==> src/rtl/prel1_tag_buffer_pkg.sv <==
// prel1_pkg: shared widths, entry layout and output FSM states
// for the pre-L1 tag buffer.
package prel1_pkg;
  localparam int PREL1_CNT_W = 10;
  localparam logic [PREL1_CNT_W-1:0] PREL1_CNT_IDLE = 10'h3FF;
  localparam int PREL1_TS_W = 16;

  typedef struct packed {
    logic [PREL1_CNT_W-1:0] cnt;
    logic [PREL1_TS_W-1:0]  ts;
  } prel1_entry_t;

  typedef enum logic {
    OUT_EMPTY,
    OUT_FULL
  } out_state_t;
endpackage

==> src/rtl/prel1_tag_buffer_if.sv <==
// prel1_tag_buffer_if: L1 decision input and accepted-entry
// output handshakes.
interface prel1_tag_buffer_if #(
  parameter int TS_W = 16
);
  import prel1_pkg::*;

  logic                   l1_valid;
  logic                   l1_accept;
  logic                   l1_ready;
  logic                   out_valid;
  logic                   out_ready;
  logic [PREL1_CNT_W-1:0] out_cnt;
  logic [TS_W-1:0]        out_ts;

  modport master (
    output l1_valid, l1_accept, out_ready,
    input  l1_ready, out_valid, out_cnt, out_ts
  );

  modport slave (
    input  l1_valid, l1_accept, out_ready,
    output l1_ready, out_valid, out_cnt, out_ts
  );
endinterface

==> src/rtl/prel1_tag_buffer_fifo.sv <==
// prel1_tag_fifo: synchronous circular FIFO with
// first-word-fall-through head and occupancy count.
module prel1_tag_fifo #(
  parameter int DEPTH = 16,
  parameter int W     = 26
) (
  input  logic                   clk,
  input  logic                   rst,
  input  logic                   flush,
  input  logic                   push,
  input  logic                   pop,
  input  logic [W-1:0]           din,
  output logic [W-1:0]           dout,
  output logic                   full,
  output logic                   empty,
  output logic [$clog2(DEPTH):0] fill
);
  localparam int AW = $clog2(DEPTH);

  logic [W-1:0]  mem [DEPTH];
  logic [AW-1:0] wp;
  logic [AW-1:0] rp;
  logic          do_push;
  logic          do_pop;

  assign full    = fill == (AW+1)'(DEPTH);
  assign empty   = fill == '0;
  assign do_push = push && !full;
  assign do_pop  = pop && !empty;
  assign dout    = mem[rp];

  always_ff @(posedge clk) begin
    if (rst || flush) begin
      wp   <= '0;
      rp   <= '0;
      fill <= '0;
    end else begin
      if (do_push) wp <= wp + AW'(1);
      if (do_pop)  rp <= rp + AW'(1);
      if (do_push && !do_pop)
        fill <= fill + (AW+1)'(1);
      else if (!do_push && do_pop)
        fill <= fill - (AW+1)'(1);
    end
  end

  always_ff @(posedge clk) begin
    if (do_push && !rst && !flush)
      mem[wp] <= din;
  end
endmodule

==> src/rtl/prel1_tag_buffer.sv <==
// prel1_tag_buffer: queues {count, timestamp} per pre-L1 increment
// until its L1 decision. Optional PREL1_AGE_CHECK_EN auto-rejects stale heads.
module prel1_tag_buffer
  import prel1_pkg::*;
#(
  parameter int DEPTH   = 16,
  parameter int TS_W    = PREL1_TS_W,
  parameter int MAX_AGE = 1023
) (
  input  logic                   clk,
  input  logic                   rst,
  input  logic                   LIVE,
  input  logic [PREL1_CNT_W-1:0] cnt_in,
  prel1_tag_buffer_if.slave      bus,
  output logic [$clog2(DEPTH):0] fill,
  output logic                   ovf_sticky,
  output logic                   seq_sticky,
  output logic [7:0]             drop_cnt
`ifdef PREL1_AGE_CHECK_EN
  ,
  output logic                   age_sticky
`endif
);
  localparam int EW = PREL1_CNT_W + TS_W;

  if (DEPTH < 2 || (DEPTH & (DEPTH - 1)) != 0 || MAX_AGE < 1)
  begin : g_bad_cfg
    $error("prel1_tag_buffer: bad DEPTH or MAX_AGE");
  end

  logic [TS_W-1:0]        ts;
  logic [PREL1_CNT_W-1:0] cnt_prev;
  logic [EW-1:0]          head;
  logic [PREL1_CNT_W-1:0] head_cnt;
  logic [TS_W-1:0]        head_ts;
  logic [PREL1_CNT_W-1:0] out_cnt_q;
  logic [TS_W-1:0]        out_ts_q;
  out_state_t             state;
  logic evt, seq_err, full, empty;
  logic push, drop, dec, take, pop, age_pop;
  logic [1:0]             drop_inc;
  logic [8:0]             drop_sum;

  assign evt     = LIVE && (cnt_in != cnt_prev);
  assign seq_err = evt && (cnt_in != cnt_prev + PREL1_CNT_W'(1));
  assign push    = evt && !full;
  assign drop    = evt && full;

  assign bus.l1_ready = LIVE && !empty &&
                        (state == OUT_EMPTY || bus.out_ready);
  assign dec  = bus.l1_valid && bus.l1_ready;
  assign take = dec && bus.l1_accept;

`ifdef PREL1_AGE_CHECK_EN
  logic [TS_W-1:0] age;
  assign age     = ts - head_ts;
  assign age_pop = LIVE && !empty && !dec && (age > TS_W'(MAX_AGE));
`else
  assign age_pop = 1'b0;
`endif

  assign pop      = dec || age_pop;
  assign head_cnt = head[EW-1 -: PREL1_CNT_W];
  assign head_ts  = head[TS_W-1:0];

  // overflow drop and auto-reject can land in the same cycle
  assign drop_inc = {1'b0, drop} + {1'b0, age_pop};
  assign drop_sum = {1'b0, drop_cnt} + 9'(drop_inc);

  prel1_tag_fifo #(
    .DEPTH (DEPTH),
    .W     (EW)
  ) u_fifo (
    .clk   (clk),
    .rst   (rst),
    .flush (!LIVE),
    .push  (push),
    .pop   (pop),
    .din   ({cnt_in, ts}),
    .dout  (head),
    .full  (full),
    .empty (empty),
    .fill  (fill)
  );

  always_ff @(posedge clk) begin
    if (rst) begin
      ts         <= '0;
      cnt_prev   <= PREL1_CNT_IDLE;
      state      <= OUT_EMPTY;
      out_cnt_q  <= '0;
      out_ts_q   <= '0;
      ovf_sticky <= 1'b0;
      seq_sticky <= 1'b0;
      drop_cnt   <= '0;
    end else if (!LIVE) begin
      ts       <= '0;
      cnt_prev <= PREL1_CNT_IDLE;
      state    <= OUT_EMPTY;
    end else begin
      ts       <= ts + TS_W'(1);
      cnt_prev <= cnt_in;
      if (seq_err) seq_sticky <= 1'b1;
      if (drop)    ovf_sticky <= 1'b1;
      if (drop_inc != 2'd0)
        drop_cnt <= drop_sum[8] ? 8'hFF : drop_sum[7:0];
      unique case (state)
        OUT_EMPTY: if (take) state <= OUT_FULL;
        OUT_FULL:  if (bus.out_ready && !take) state <= OUT_EMPTY;
        default:   state <= OUT_EMPTY;
      endcase
      if (take) begin
        out_cnt_q <= head_cnt;
        out_ts_q  <= head_ts;
      end
    end
  end

`ifdef PREL1_AGE_CHECK_EN
  always_ff @(posedge clk) begin
    if (rst)
      age_sticky <= 1'b0;
    else if (age_pop)
      age_sticky <= 1'b1;
  end
`endif

  assign bus.out_valid = state == OUT_FULL;
  assign bus.out_cnt   = out_cnt_q;
  assign bus.out_ts    = out_ts_q;
endmodule

==> src/flat_wrapper.sv <==
// flat-port wrapper written by rule: the top's interface ports become plain ports
module prel1_tag_buffer_flat import prel1_pkg::*;
#(
  parameter int DEPTH   = 16,
  parameter int TS_W    = PREL1_TS_W,
  parameter int MAX_AGE = 1023
)
  (clk, rst, LIVE, cnt_in, fill, ovf_sticky, seq_sticky, drop_cnt, bus_l1_valid, bus_l1_accept, bus_out_ready, bus_l1_ready, bus_out_valid, bus_out_cnt, bus_out_ts);
  prel1_tag_buffer_if #(.TS_W(TS_W)) bus_i ();
  input  logic clk;
  input  logic rst;
  input  logic LIVE;
  input  logic [PREL1_CNT_W-1:0] cnt_in;
  output logic [$clog2(DEPTH):0] fill;
  output logic ovf_sticky;
  output logic seq_sticky;
  output logic [7:0] drop_cnt;
  input wire logic [$bits(bus_i.l1_valid)-1:0] bus_l1_valid;
  input wire logic [$bits(bus_i.l1_accept)-1:0] bus_l1_accept;
  input wire logic [$bits(bus_i.out_ready)-1:0] bus_out_ready;
  output wire logic [$bits(bus_i.l1_ready)-1:0] bus_l1_ready;
  output wire logic [$bits(bus_i.out_valid)-1:0] bus_out_valid;
  output wire logic [$bits(bus_i.out_cnt)-1:0] bus_out_cnt;
  output wire logic [$bits(bus_i.out_ts)-1:0] bus_out_ts;
  assign bus_i.l1_valid = bus_l1_valid;
  assign bus_i.l1_accept = bus_l1_accept;
  assign bus_i.out_ready = bus_out_ready;
  assign bus_l1_ready = bus_i.l1_ready;
  assign bus_out_valid = bus_i.out_valid;
  assign bus_out_cnt = bus_i.out_cnt;
  assign bus_out_ts = bus_i.out_ts;
  prel1_tag_buffer #(.DEPTH(DEPTH), .TS_W(TS_W), .MAX_AGE(MAX_AGE)) u_core (.clk(clk), .rst(rst), .LIVE(LIVE), .cnt_in(cnt_in), .bus(bus_i), .fill(fill), .ovf_sticky(ovf_sticky), .seq_sticky(seq_sticky), .drop_cnt(drop_cnt));
endmodule
==> config.mk <==
export PLATFORM = sky130hd
export DESIGN_NAME = prel1_tag_buffer_flat
export DESIGN_NICKNAME = d
export VERILOG_FILES = /design/src/rtl/prel1_tag_buffer_pkg.sv /design/src/rtl/prel1_tag_buffer_if.sv /design/src/rtl/prel1_tag_buffer_fifo.sv /design/src/rtl/prel1_tag_buffer.sv /design/src/flat_wrapper.sv
export SDC_FILE = /design/constraint.sdc
export NUM_CORES = 1
export LEC_CHECK = 0
export CORE_MARGIN = 2
export CORE_UTILIZATION = 55
export DETAILED_ROUTE_END_ITERATION = 8
export GPL_TIMING_DRIVEN = 0
export PLACE_DENSITY = 0.79
export SLEW_MARGIN = 40
export SYNTH_ARGS = -nofsm -noshare
export SYNTH_HDL_FRONTEND = slang
export SYNTH_HIERARCHICAL = 1
export SYNTH_SLANG_ARGS = --single-unit
==> constraint.sdc <==
create_clock -name clk -period 2.99 [get_ports clk]
set_clock_uncertainty 0.15 [all_clocks]
set_input_delay 0.299 -clock clk [delete_from_list [all_inputs] [get_ports clk]]
set_output_delay 0.299 -clock clk [all_outputs]
set_load 0.005 [all_outputs]
==> impl_metrics.ini <==
[grt]
grt_pass1_vias = 11145
grt_pass1_wl_mm = 67.6
grt_max_degree = 24
antenna_found_initial = 0
grt_use_total_pct = 25.2
grt_overflow = 0

[clock_tree]
cts_tree = yes
clock_latency_ps = 560
numCtsBuffers = 46
clk_path_buf_depth = 3
root_buffer = clkbuf_16
cts-htree-levels = 2
clkSlewWorstSetupHoldPaths_ps = 70
cts_sinks = 496

[setup_path]
end_kind = flop
max_stage_delay_ps = 330
crit_buf_inv = 3
critPathTopFamily = compound AO/OA/AOI/OAI gates
critPathRequiredTime_ps = 3290
worst-path-stages = 14
crit_type = flop to flop
worst-r2r-cell-count = 14
cp_slowest_cell = dfxtp_2
cp-start-kind = flop
cp.arrival_ps = 3280
crit_path_max_fanout = 8
path_cells = buf_8 > xor2_2 > and4bb_4 > a31o_4 > nor2_4 > o21a_1 > buf_6 > ha_4 > inv_6 > ha_1 > a21o_1 > a21oi_2 > and4b_1 > a311o_1

[layout]
drive_gt1_share_pct = 25.2
antennaDiodeCount = 0
nets = 1273
synthToLayoutAreaGrowth_pct = 18.9

[synth]
synth.area.top_cells = edfxtp_1, mux4_2, dfxtp_1
synth_top_cell_area_share_pct = 64.5
yosysMostFrequentCell = edfxtp_1
synth.distinct_cells = 67
synth_edf_count = 416
yosysSeqAreaShare_pct = 72.8
synth_common_cells = edfxtp_1, mux4_2, nand2_1, dfxtp_1, nor2_1
synthArstFlopShare_pct = 0
syn_avg_cell_area_um2 = 17.8
synth_nets = 1120
synthCells = 1090
synthFlopType = edfxtp_1
syn-cell-area_mm2 = 0.0194
synth_seq_cells = 496
synth_top_area_cell = edfxtp_1
ys_warn_count = 6

[floorplanning]
dieArea_mm2 = 0.0367
die_h_um = 192
pin_count = 59
std_cell_rows = 68
start_util_pct = 55.9
fp.coreArea_mm2 = 0.0346
die_w_um = 192

[sta]
rsz0062_at_grt = true
worstMarginPinSlew_ps = 883
slew_violations = 0
fin_crit_ps = 2980
fmax_ghz = 0.336
slew_headroom_pct = 40.9
setup_viol = 0
finalCritPeriodShare_pct = 99.5
hold_violations = 0
tns_ps = 0
setup_slack_ps = 13.6

[route]
antenna_left = 0
routed_wl_mm = 46.0
drt_iter0_markers = 1134
wire_per_inst_um = 26.5
drc = 0
vias_per_cell = 6.34
routed-via-count = 11008
firstDrtPassIters = 5

[placed_design]
place_hpwl_mm = 27.4
numPortBuffers = 58
gp_congestion = 0.832
place_ws_ps = -1200

[worst_hold_path]
whs_path_depth = 1
worst_hold_path_type = input port to flop

[power_and_ir_drop]
switching_share_pct = 20.6
power.leakage_uw = 0.00731
power_frac_comb_pct = 4.4
p_int_uw = 11200
p_seq_share_pct = 53.5
p_switching_uw = 2900
cellPowerDensity_mw_per_mm2 = 611
peakVddDrop_mv = 0.483
power.share.clock_pct = 42.1

[run_status]
outcome = finished clean

[run]
cap_violations = 0
## kinds of logic (layout without fill, tap and decap cells)
logic type	after synthesis	in the layout	share of synthesized area, %
buf+inv	70	260	1.72
simple gates	237	237	5.77
fa+ha+maj	14	14	0.943
compound gates	128	128	4.75
xor+xnor	34	34	1.61
mux	111	111	12.5
flops	496	496	72.8
## registers in the layout, indices dropped and copies added, names as in the netlist, named ones only
signal / cells
u_core/u_fifo/mem: 416
u_core/bus.out_cnt: 10
u_core/u_fifo/rp: 4
u_core/u_fifo/fill: 5
u_core/u_fifo/wp: 4
u_core/cnt_prev: 10
u_core/seq_sticky: 1
u_core/ts: 16
u_core/bus.out_ts: 16
u_core/drop_cnt: 8
u_core/bus.out_valid: 1
u_core/ovf_sticky: 1
## layout by cell type, fill, tap and decap left out, types with 5 or more instances in the layout
master / synthesis / layout
a21oi_1: 35 / 34
a22oi_1: 52 / 52
clkinv_1: 0 / 7
nor2_4: 0 / 18
o21ai_0: 5 / 5
or2_2: 11 / 11
mux4_2: 104 / 104
buf_2: 14 / 15
buf_4: 6 / 30
clkbuf_8: 0 / 5
xnor2_1: 13 / 12
edfxtp_1: 416 / 416
inv_1: 15 / 14
xor2_1: 19 / 16
clkbuf_1: 28 / 36
nor3_1: 9 / 8
clkinv_2: 0 / 5
buf_12: 0 / 7
nand2_1: 94 / 92
clkdlybuf4s50_1: 0 / 48
buf_8: 0 / 9
clkdlybuf4s15_2: 0 / 7
nand3_1: 22 / 22
nand2b_1: 5 / 5
mux2i_1: 7 / 7
dfxtp_1: 80 / 75
and3_1: 7 / 7
clkbuf_16: 0 / 48
buf_16: 0 / 9
nor2_1: 56 / 37
ha_1: 13 / 8
## power groups by stage
stage                     Clock (µW)  Sequential [µW]  Combinational [µW]
after CTS                       5990             7530                 576
after global routing            6270             7530                 668
after detailed placement           0             7670                 538
after global placement             0             7670                 506
after floorplan                    0             7660                 316
final                           5930             7530                 622
## through the flow
step / instances / utilization [%] / area (µm²) / hold WS, ps / power [µW]
5_1_grt: 1735 / 66.5 / 23000 / 93.2 / 14500
2_1_floorplan: 1090 / - / 19400 / 248 / 7980
4_1_cts: 1719 / 66.1 / 22900 / 183 / 14100
3_5_place_dp: 1620 / 60.7 / 21000 / 296 / 8210
3_3_place_gp: 1603 / 59.3 / 20500 / 292 / 8180
6_report: 1735 / 66.5 / 23000 / 79.4 / 14100
## metal layers
| metal | GRT usage, % | wire length, µm | share of wire [%] | vias up |
|---|---|---|---|---|
| li1 | - | - | - | 4638 |
| met4 | 9.76 | 1810 | 3.9 | 0 |
| met5 | 0 | 0 | 0 | - |
| met1 | 33.8 | 17200 | 37 | 5562 |
| met3 | 4.26 | 4100 | 8.9 | 128 |
| met2 | 41.8 | 22800 | 50 | 680 |
## area by class of cell
type                            count  area (µm²)
Buffer                             54         280
Clock buffer                       63        1310
Clock inverter                     22         231
Fill cell                        2079       11600
Inverter                           15        61.3
Multi-Input combinational cell    524        5220
Sequential cell                   496       14100
Tap cell                          455         569
Timing Repair Buffer              106        1270
## path summary, 6_finish.rpt
kind / from / end / slack, ps
setup / recovery: u_core/cnt_prev[3] / u_core/u_fifo/fill[3] / 10
hold / removal: cnt_in[8] / u_core/u_fifo/mem[13][24] / 80
setup reg to reg: u_core/cnt_prev[3] / u_core/u_fifo/fill[3] / 10
hold reg to reg: u_core/bus.out_cnt[2] / u_core/bus.out_cnt[2] / 300
## repair_timing
item                       4_1_cts  5_1_grt
hold buffers                     0        0
setup buffers                   14       17
pin swaps                       10        7
gates resized for setup         50       18
gates cloned                     0        0
setup endpoints to repair      408       52
Note: power is estimated with default switching activity, not from simulation.
